--- config.mk ---
export PLATFORM = sky130hd
export DESIGN_NAME = spi_flash_resp
export DESIGN_NICKNAME = d
export VERILOG_FILES = /design/src/rtl/spi_flash_resp.sv
export SDC_FILE = /design/constraint.sdc
export NUM_CORES = 1
export LEC_CHECK = 0
export BUFFER_PORTS_ARGS = -buffer_cell sky130_fd_sc_hd__buf_2
export CAP_MARGIN = 20
export CORE_MARGIN = 2
export CORE_UTILIZATION = 58
export DETAILED_ROUTE_END_ITERATION = 7
export GPL_ROUTABILITY_DRIVEN = 0
export HOLD_SLACK_MARGIN = 0.08
export PLACE_DENSITY = 0.76
export SLEW_MARGIN = 0
export SYNTH_ARGS = -nofsm -noshare
export SYNTH_HDL_FRONTEND = slang
export SYNTH_SLANG_ARGS = --single-unit
--- constraint.sdc ---
create_clock -name clk -period 3.4 [get_ports clk]
set_input_delay 0.51 -clock clk [delete_from_list [all_inputs] [get_ports clk]]
set_output_delay 0.51 -clock clk [all_outputs]
set_load 0.03 [all_outputs]
--- src/rtl/spi_flash_resp.sv ---
// Serial-flash responder: target side of a single-lane SPI mode-0 link.
// Serves READ (0x03) from a synchronous byte memory, RDID (0x9F) and RDSR (0x05).
// All pad inputs are oversampled in the clk domain; outputs are registered.
module spi_flash_resp #(
    parameter int unsigned ADDR_W   = 16,
    parameter logic [23:0] JEDEC_ID = 24'hEF4018,
    parameter logic [7:0]  STATUS   = 8'h00
) (
    input  logic              clk,
    input  logic              rst_n,
    input  logic              spi_cs_n,
    input  logic              spi_sck,
    input  logic              spi_dq0,
    output logic              spi_dq1_o,
    output logic              spi_dq1_oe,
    output logic              mem_req,
    output logic [ADDR_W-1:0] mem_addr,
    input  logic [7:0]        mem_rdata,
    output logic              busy,
    output logic              cmd_err
);

    // Shift register only needs to hold the low address bits (plus the opcode).
    localparam int unsigned SR_W = ADDR_W - 1;

    typedef enum logic [2:0] {StIdle, StCmd, StAddr, StData, StIgnore} state_e;
    typedef enum logic [1:0] {SrcMem, SrcId, SrcStat} src_e;

    logic cs_meta, cs_s, sck_meta, sck_s, sck_prev, dq_meta, dq_s;
    logic sck_rise, sck_fall;

    state_e            state_q, state_d;
    src_e              src_q, src_d;
    logic [4:0]        bit_cnt_q, bit_cnt_d;
    logic [SR_W-1:0]   sr_q, sr_d;
    logic [ADDR_W-1:0] addr_q, addr_d;
    logic [7:0]        tx_q, tx_d;
    logic [7:0]        nxt_q, nxt_d;
    logic [1:0]        id_idx_q, id_idx_d;
    logic              mem_req_q, mem_req_d;
    logic [ADDR_W-1:0] mem_addr_q, mem_addr_d;
    logic              rd_pend_q, rd_pend_d;
    logic              dq1_q, dq1_d;
    logic              oe_q, oe_d;
    logic              cmd_err_q, cmd_err_d;
    logic [1:0]        id_next;

    // Two-flop synchronizers plus previous sck for edge detection.
    always_ff @(posedge clk or negedge rst_n) begin
        if (!rst_n) begin
            cs_meta  <= 1'b1;
            cs_s     <= 1'b1;
            sck_meta <= 1'b0;
            sck_s    <= 1'b0;
            sck_prev <= 1'b0;
            dq_meta  <= 1'b0;
            dq_s     <= 1'b0;
        end else begin
            cs_meta  <= spi_cs_n;
            cs_s     <= cs_meta;
            sck_meta <= spi_sck;
            sck_s    <= sck_meta;
            sck_prev <= sck_s;
            dq_meta  <= spi_dq0;
            dq_s     <= dq_meta;
        end
    end

    assign sck_rise = sck_s & ~sck_prev;
    assign sck_fall = ~sck_s & sck_prev;
    assign id_next  = (id_idx_q == 2'd2) ? 2'd0 : id_idx_q + 2'd1;

    // State and datapath registers.
    always_ff @(posedge clk or negedge rst_n) begin
        if (!rst_n) begin
            state_q    <= StIdle;
            src_q      <= SrcMem;
            bit_cnt_q  <= '0;
            sr_q       <= '0;
            addr_q     <= '0;
            tx_q       <= '0;
            nxt_q      <= '0;
            id_idx_q   <= '0;
            mem_req_q  <= 1'b0;
            mem_addr_q <= '0;
            rd_pend_q  <= 1'b0;
            dq1_q      <= 1'b0;
            oe_q       <= 1'b0;
            cmd_err_q  <= 1'b0;
        end else begin
            state_q    <= state_d;
            src_q      <= src_d;
            bit_cnt_q  <= bit_cnt_d;
            sr_q       <= sr_d;
            addr_q     <= addr_d;
            tx_q       <= tx_d;
            nxt_q      <= nxt_d;
            id_idx_q   <= id_idx_d;
            mem_req_q  <= mem_req_d;
            mem_addr_q <= mem_addr_d;
            rd_pend_q  <= rd_pend_d;
            dq1_q      <= dq1_d;
            oe_q       <= oe_d;
            cmd_err_q  <= cmd_err_d;
        end
    end

    // Next-state: command decode, address shift, byte streaming.
    always_comb begin
        state_d    = state_q;
        src_d      = src_q;
        bit_cnt_d  = bit_cnt_q;
        sr_d       = sr_q;
        addr_d     = addr_q;
        tx_d       = tx_q;
        nxt_d      = nxt_q;
        id_idx_d   = id_idx_q;
        mem_req_d  = 1'b0;
        mem_addr_d = mem_addr_q;
        rd_pend_d  = mem_req_q;
        dq1_d      = dq1_q;
        oe_d       = oe_q;
        cmd_err_d  = 1'b0;

        if (cs_s) begin
            // Deselect discards everything, including an in-flight read.
            state_d   = StIdle;
            bit_cnt_d = '0;
            oe_d      = 1'b0;
            rd_pend_d = 1'b0;
        end else begin
            // nxt holds the byte to be shifted out at the next byte boundary.
            if (rd_pend_q) nxt_d = mem_rdata;
            unique case (state_q)
                StIdle: begin
                    state_d   = StCmd;
                    bit_cnt_d = '0;
                end
                StCmd: begin
                    if (sck_rise) begin
                        sr_d      = {sr_q[SR_W-2:0], dq_s};
                        bit_cnt_d = bit_cnt_q + 5'd1;
                        if (bit_cnt_q == 5'd7) begin
                            bit_cnt_d = '0;
                            case ({sr_q[6:0], dq_s})
                                8'h03: state_d = StAddr;
                                8'h9F: begin
                                    state_d  = StData;
                                    src_d    = SrcId;
                                    nxt_d    = JEDEC_ID[23:16];
                                    id_idx_d = 2'd0;
                                end
                                8'h05: begin
                                    state_d = StData;
                                    src_d   = SrcStat;
                                    nxt_d   = STATUS;
                                end
                                default: begin
                                    state_d   = StIgnore;
                                    cmd_err_d = 1'b1;
                                end
                            endcase
                        end
                    end
                end
                StAddr: begin
                    if (sck_rise) begin
                        sr_d      = {sr_q[SR_W-2:0], dq_s};
                        bit_cnt_d = bit_cnt_q + 5'd1;
                        if (bit_cnt_q == 5'd23) begin
                            bit_cnt_d  = '0;
                            addr_d     = {sr_q, dq_s};
                            mem_req_d  = 1'b1;
                            mem_addr_d = {sr_q, dq_s};
                            state_d    = StData;
                            src_d      = SrcMem;
                        end
                    end
                end
                StData: begin
                    if (sck_rise) begin
                        bit_cnt_d = (bit_cnt_q == 5'd7) ? 5'd0 : bit_cnt_q + 5'd1;
                    end
                    if (sck_fall) begin
                        oe_d = 1'b1;
                        if (bit_cnt_q == 5'd0) begin
                            // Byte boundary: start next byte and refill nxt.
                            dq1_d = nxt_q[7];
                            tx_d  = {nxt_q[6:0], 1'b0};
                            unique case (src_q)
                                SrcMem: begin
                                    addr_d     = addr_q + ADDR_W'(1);
                                    mem_req_d  = 1'b1;
                                    mem_addr_d = addr_q + ADDR_W'(1);
                                end
                                SrcId: begin
                                    id_idx_d = id_next;
                                    unique case (id_next)
                                        2'd0:    nxt_d = JEDEC_ID[23:16];
                                        2'd1:    nxt_d = JEDEC_ID[15:8];
                                        default: nxt_d = JEDEC_ID[7:0];
                                    endcase
                                end
                                default: nxt_d = STATUS;
                            endcase
                        end else begin
                            dq1_d = tx_q[7];
                            tx_d  = {tx_q[6:0], 1'b0};
                        end
                    end
                end
                default: ;
            endcase
        end
    end

    assign spi_dq1_o  = dq1_q;
    assign spi_dq1_oe = oe_q;
    assign mem_req    = mem_req_q;
    assign mem_addr   = mem_addr_q;
    assign busy       = ~cs_s;
    assign cmd_err    = cmd_err_q;

endmodule

==> Implementation_results.wiki <==
{| class="wikitable"
! Metric !! Value
|-
| Run status || completed
|-
| # fillers || 450
|-
| Path depth of the worst reg2reg path || 8
|-
| Async S/R FF share, synth || 100%
|-
| Clock tree root driver cell || sky130_fd_sc_hd__clkbuf_8
|-
| Synth Area in Compound Gates || 17.7%
|-
| Leftover overflow at the end of global routing || 0
|-
| Type of the most critical hold path || input pin to async pin
|-
| Via count of the first global-routing pass || 2,721
|-
| Delay contributed by the slowest stage of the critical path || 0.69 ns
|-
| Die span in x || 83.1 µm
|-
| Arr. time, crit path || 2.84 ns
|-
| Initial DRC count || 272
|-
| Mapped Cells || 372
|-
| Core area || 5990 µm²
|-
| Clock tree buffer depth || 2
|-
| Worst reg2reg startpoint || bit_cnt_q[0]
|-
| Inserted Clock Buffers || 9
|-
| Antenna Cells || 0
|-
| Gates resized, CTS repair || 0
|-
| Critical path class || flop to flop
|-
| Starting density of the core || 60.5%
|-
| Dpl hpwl || 5080 µm
|-
| IO Pins || 34
|-
| Clock latency on the worst-skew pair || 0.35 ns
|-
| Cell types with the largest area share after synthesis || sky130_fd_sc_hd__dfrtp_1 47%, sky130_fd_sc_hd__a21oi_1 4.7%, sky130_fd_sc_hd__nand2_1 3.7%
|-
| Prevailing post-synth register cell || sky130_fd_sc_hd__dfrtp_1
|-
| Required time of the critical path || 3.66 ns
|-
| Synth Net Count || 388
|-
| Post-synthesis sequential element count || 70
|-
| Netlist area before placement || 3630 µm²
|-
| Cell Area, Placed || 3820 µm²
|-
| Pre-CTS setup slack || 0.910 ns
|-
| Clock tree from TritonCTS || done
|-
| Chip Height || 83.1 µm
|-
| H-tree levels || 3
|-
| Number of sinks on the clock net || 70
|-
| Kind of start point of the critical path || flop
|-
| Syn Area/Cell || 9.75 µm²
|-
| Final Routed Wirelength || 7550 µm
|-
| MaxCap Viol Count || 0
|-
| Post-layout instance area || 4070 µm²
|-
| Highest clock frequency the design can meet || 387 MHz
|-
| Number of buffers inserted by hold repair at cts || 0
|-
| Number of antenna violations at the first check in global routing || 0
|-
| Synth unique cells || 58
|-
| Area of the die || 6900 µm²
|-
| Synthesized-area fraction occupied by and/or/nand/nor cells || 20.2%
|-
| Combinational family with the most area after synthesis || simple AND/OR/NAND/NOR gates
|-
| Routed WL per cell || 15.8 µm
|-
| Post-synthesis share of cell area spent on full adders, half adders and majority gates || 1.03%
|-
| Hold violation count in the final report || 0
|-
| Critical Path, Cell by Cell || inv_1 > ha_1 > nor4b_2 > nand4_1 > a211oi_4 > buf_4 > o21ai_1 > a22oi_1
|-
| RR Endpoint || mem_addr[5]
|-
| Share of the synthesized netlist area taken by xor and xnor gates || 0.483%
|-
| Commonest cells post-synth || 68 x sky130_fd_sc_hd__dfrtp_1, 36 x sky130_fd_sc_hd__nand2_1, 34 x sky130_fd_sc_hd__a21oi_1
|-
| Final nets || 415
|-
| Slowest library cell on the worst path || sky130_fd_sc_hd__a211oi_4
|-
| Leakage || 1.81 nW
|-
| Peak VDD IR || 406 µV
|-
| Power per unit of standard cell area || 609 nW/µm²
|-
| RSZ-0062 raised after global routing || false
|-
| Final setup violation count || 0
|-
| Top delay family on crit path || compound AO/OA/AOI/OAI gates
|-
| Standard-cell rows || 28
|-
| Crit path max fanout || 17
|-
| Antenna-violating nets left || 0
|-
| Fin crit period || 2.58 ns
|-
| Wire length of the first global-routing pass || 13,200 µm
|-
| Setup clock skew after layout || 0.0107 ns
|-
| Headroom to the max-slew limit || 48.7%
|-
| Number of remaining DRC errors || 0
|-
| Number of optimization iterations in the first detailed-route pass || 5
|-
| Setup slack of the critical path after layout || 0.817 ns
|-
| Top cell type by total area after synthesis || sky130_fd_sc_hd__dfrtp_1
|-
| Layout cell share with drive strength beyond 1 || 19.1%
|-
| Pin count of the biggest net entering global routing || 40
|-
| Count leader, synth || sky130_fd_sc_hd__dfrtp_1
|-
| Clock slew seen by the registers of the worst setup and hold paths || 0.08 ns
|-
| Register area share after synthesis || 48.4%
|-
| R2r setup slk || 0.82 ns
|-
| Tot GR Track Use || 23.7%
|-
| Total power after layout || 0.00248 W
|-
| Number of pins with negative max-slew slack in the final report || 0
|-
| Layout overhead on the synthesized area || 12.3%
|-
| Count of buffer and inverter cells on the critical path || 2
|-
| Post-synth EDFFs || 0
|-
| Sort of element at the end of the critical path || flop
|-
| Mux share of post-synthesis cell area || 8.42%
|-
| DR vias/cell || 6.02
|-
| Fin crit share || 76.0%
|-
| Yosys warns || 0
|-
| # port buffers || 33
|-
| Buffers inserted during post-CTS setup optimization || 0
|-
| Share of the synthesized area in the top cell type || 46.9%
|-
| Routed vias || 2,882
|-
| Worst-Margin Slew || 0.770 ns
|-
| Summed negative setup slack over all endpoints || 0 ns
|}
[worst reg2reg max path: stages, from the launching register on]
cell and delay (ns):
sky130_fd_sc_hd__dfrtp_1 0.42, sky130_fd_sc_hd__inv_1 0.08, sky130_fd_sc_hd__ha_1 0.15, sky130_fd_sc_hd__nor4b_2 0.34
sky130_fd_sc_hd__nand4_1 0.25, sky130_fd_sc_hd__a211oi_4 0.69, sky130_fd_sc_hd__buf_4 0.33, sky130_fd_sc_hd__o21ai_1 0.09
sky130_fd_sc_hd__a22oi_1 0.15
[cell type report]
| class | instances | area, µm² | share of cell area, % |
|---|---|---|---|
| repair buffers | 36 | 188 | 4.61 |
| inverters | 12 | 45.0 | 1.11 |
| clock buffers | 11 | 141 | 3.47 |
| clock inverters | 5 | 106 | 2.61 |
| multi-input cells | 270 | 1740 | 42.8 |
| well taps | 75 | 93.8 | 2.30 |
| flip-flops and latches | 70 | 1750 | 43.1 |
[cells by family (layout without fill, tap and decap cells)]
| family | Yosys count | count (layout) |
|---|---|---|
| simple gates | 133 | 133 |
| compound gates | 104 | 104 |
| flops | 70 | 70 |
| buf+inv | 32 | 64 |
| mux | 28 | 28 |
| fa+ha+maj | 3 | 3 |
| xor+xnor | 2 | 2 |
[how the worst max path moves through the flow]
stage / from / to / cells after the start
3_3_place_gp: bit_cnt_q[0] / mem_addr[5] / 8
6_report: bit_cnt_q[0] / mem_addr[5] / 8
5_1_grt: bit_cnt_q[0] / mem_addr[5] / 8
4_1_cts: bit_cnt_q[0] / mem_addr[5] / 8
2_1_floorplan: bit_cnt_q[0] / nxt_q[3] / 8
3_5_place_dp: bit_cnt_q[0] / mem_addr[5] / 8
[per-layer routing]
layer	part of all wire (%)	vias to the layer above	track usage (%)
met5	0	-	0
li1	-	1421	-
met3	4.4	8	5.57
met2	49	72	36.5
met4	1.1	0	8.05
met1	46	1381	33.1
[per-stage QoR]
step           std cells  hold slack (ns)  util (%)
2_1_floorplan        372            0.214         -
4_1_cts              479            0.218      68.0
5_1_grt              479            0.233      68.0
6_report             479            0.206      68.0
3_3_place_gp         463            0.332      63.8
3_5_place_dp         463            0.337      63.8
[power by group]
| group | leakage, nW | internal, W | switching [W] | total [W] |
|---|---|---|---|---|
| clock | 0.120 | 0.000509 | 0.000315 | 0.000823 |
| combinational | 0.769 | 0.000224 | 0.000313 | 0.000537 |
| sequential | 0.917 | 0.000967 | 0.000154 | 0.00112 |
[cell usage in the layout (no fill, tap or decap), types with 3 or more instances in the layout]
master and count:
sky130_fd_sc_hd__a2bb2oi_1 7, sky130_fd_sc_hd__nor3_1 5, sky130_fd_sc_hd__nor4_1 5, sky130_fd_sc_hd__a21o_1 3
sky130_fd_sc_hd__nand3b_1 3, sky130_fd_sc_hd__mux2_2 10, sky130_fd_sc_hd__ha_1 3, sky130_fd_sc_hd__inv_1 11
sky130_fd_sc_hd__nand4_1 11, sky130_fd_sc_hd__buf_4 3, sky130_fd_sc_hd__nand3_1 16, sky130_fd_sc_hd__buf_2 33
sky130_fd_sc_hd__nand2b_1 7, sky130_fd_sc_hd__mux2_1 10, sky130_fd_sc_hd__o22ai_1 10, sky130_fd_sc_hd__o21ai_0 21
sky130_fd_sc_hd__nor2_1 20, sky130_fd_sc_hd__clkbuf_8 10, sky130_fd_sc_hd__o21ai_1 8, sky130_fd_sc_hd__mux2i_1 8
sky130_fd_sc_hd__or2_2 4, sky130_fd_sc_hd__nor2b_1 5, sky130_fd_sc_hd__bufinv_16 3, sky130_fd_sc_hd__dfrtp_1 68
sky130_fd_sc_hd__nand2_1 36, sky130_fd_sc_hd__a21oi_1 34
[sequential cells by signal, indices dropped and copies added, names as in the netlist]
signal	cells
bit_cnt_q	5
cmd_err	1
cs_meta	1
cs_s	1
dq_meta	1
dq_s	1
id_idx_q	2
mem_addr	16
mem_req	1
nxt_q	8
rd_pend_q	1
sck_meta	1
sck_prev	1
sck_s	1
spi_dq1_o	1
spi_dq1_oe	1
sr_q	15
src_q	2
state_q	3
tx_q	7
No activity file was read; power rests on OpenSTA's default activity.
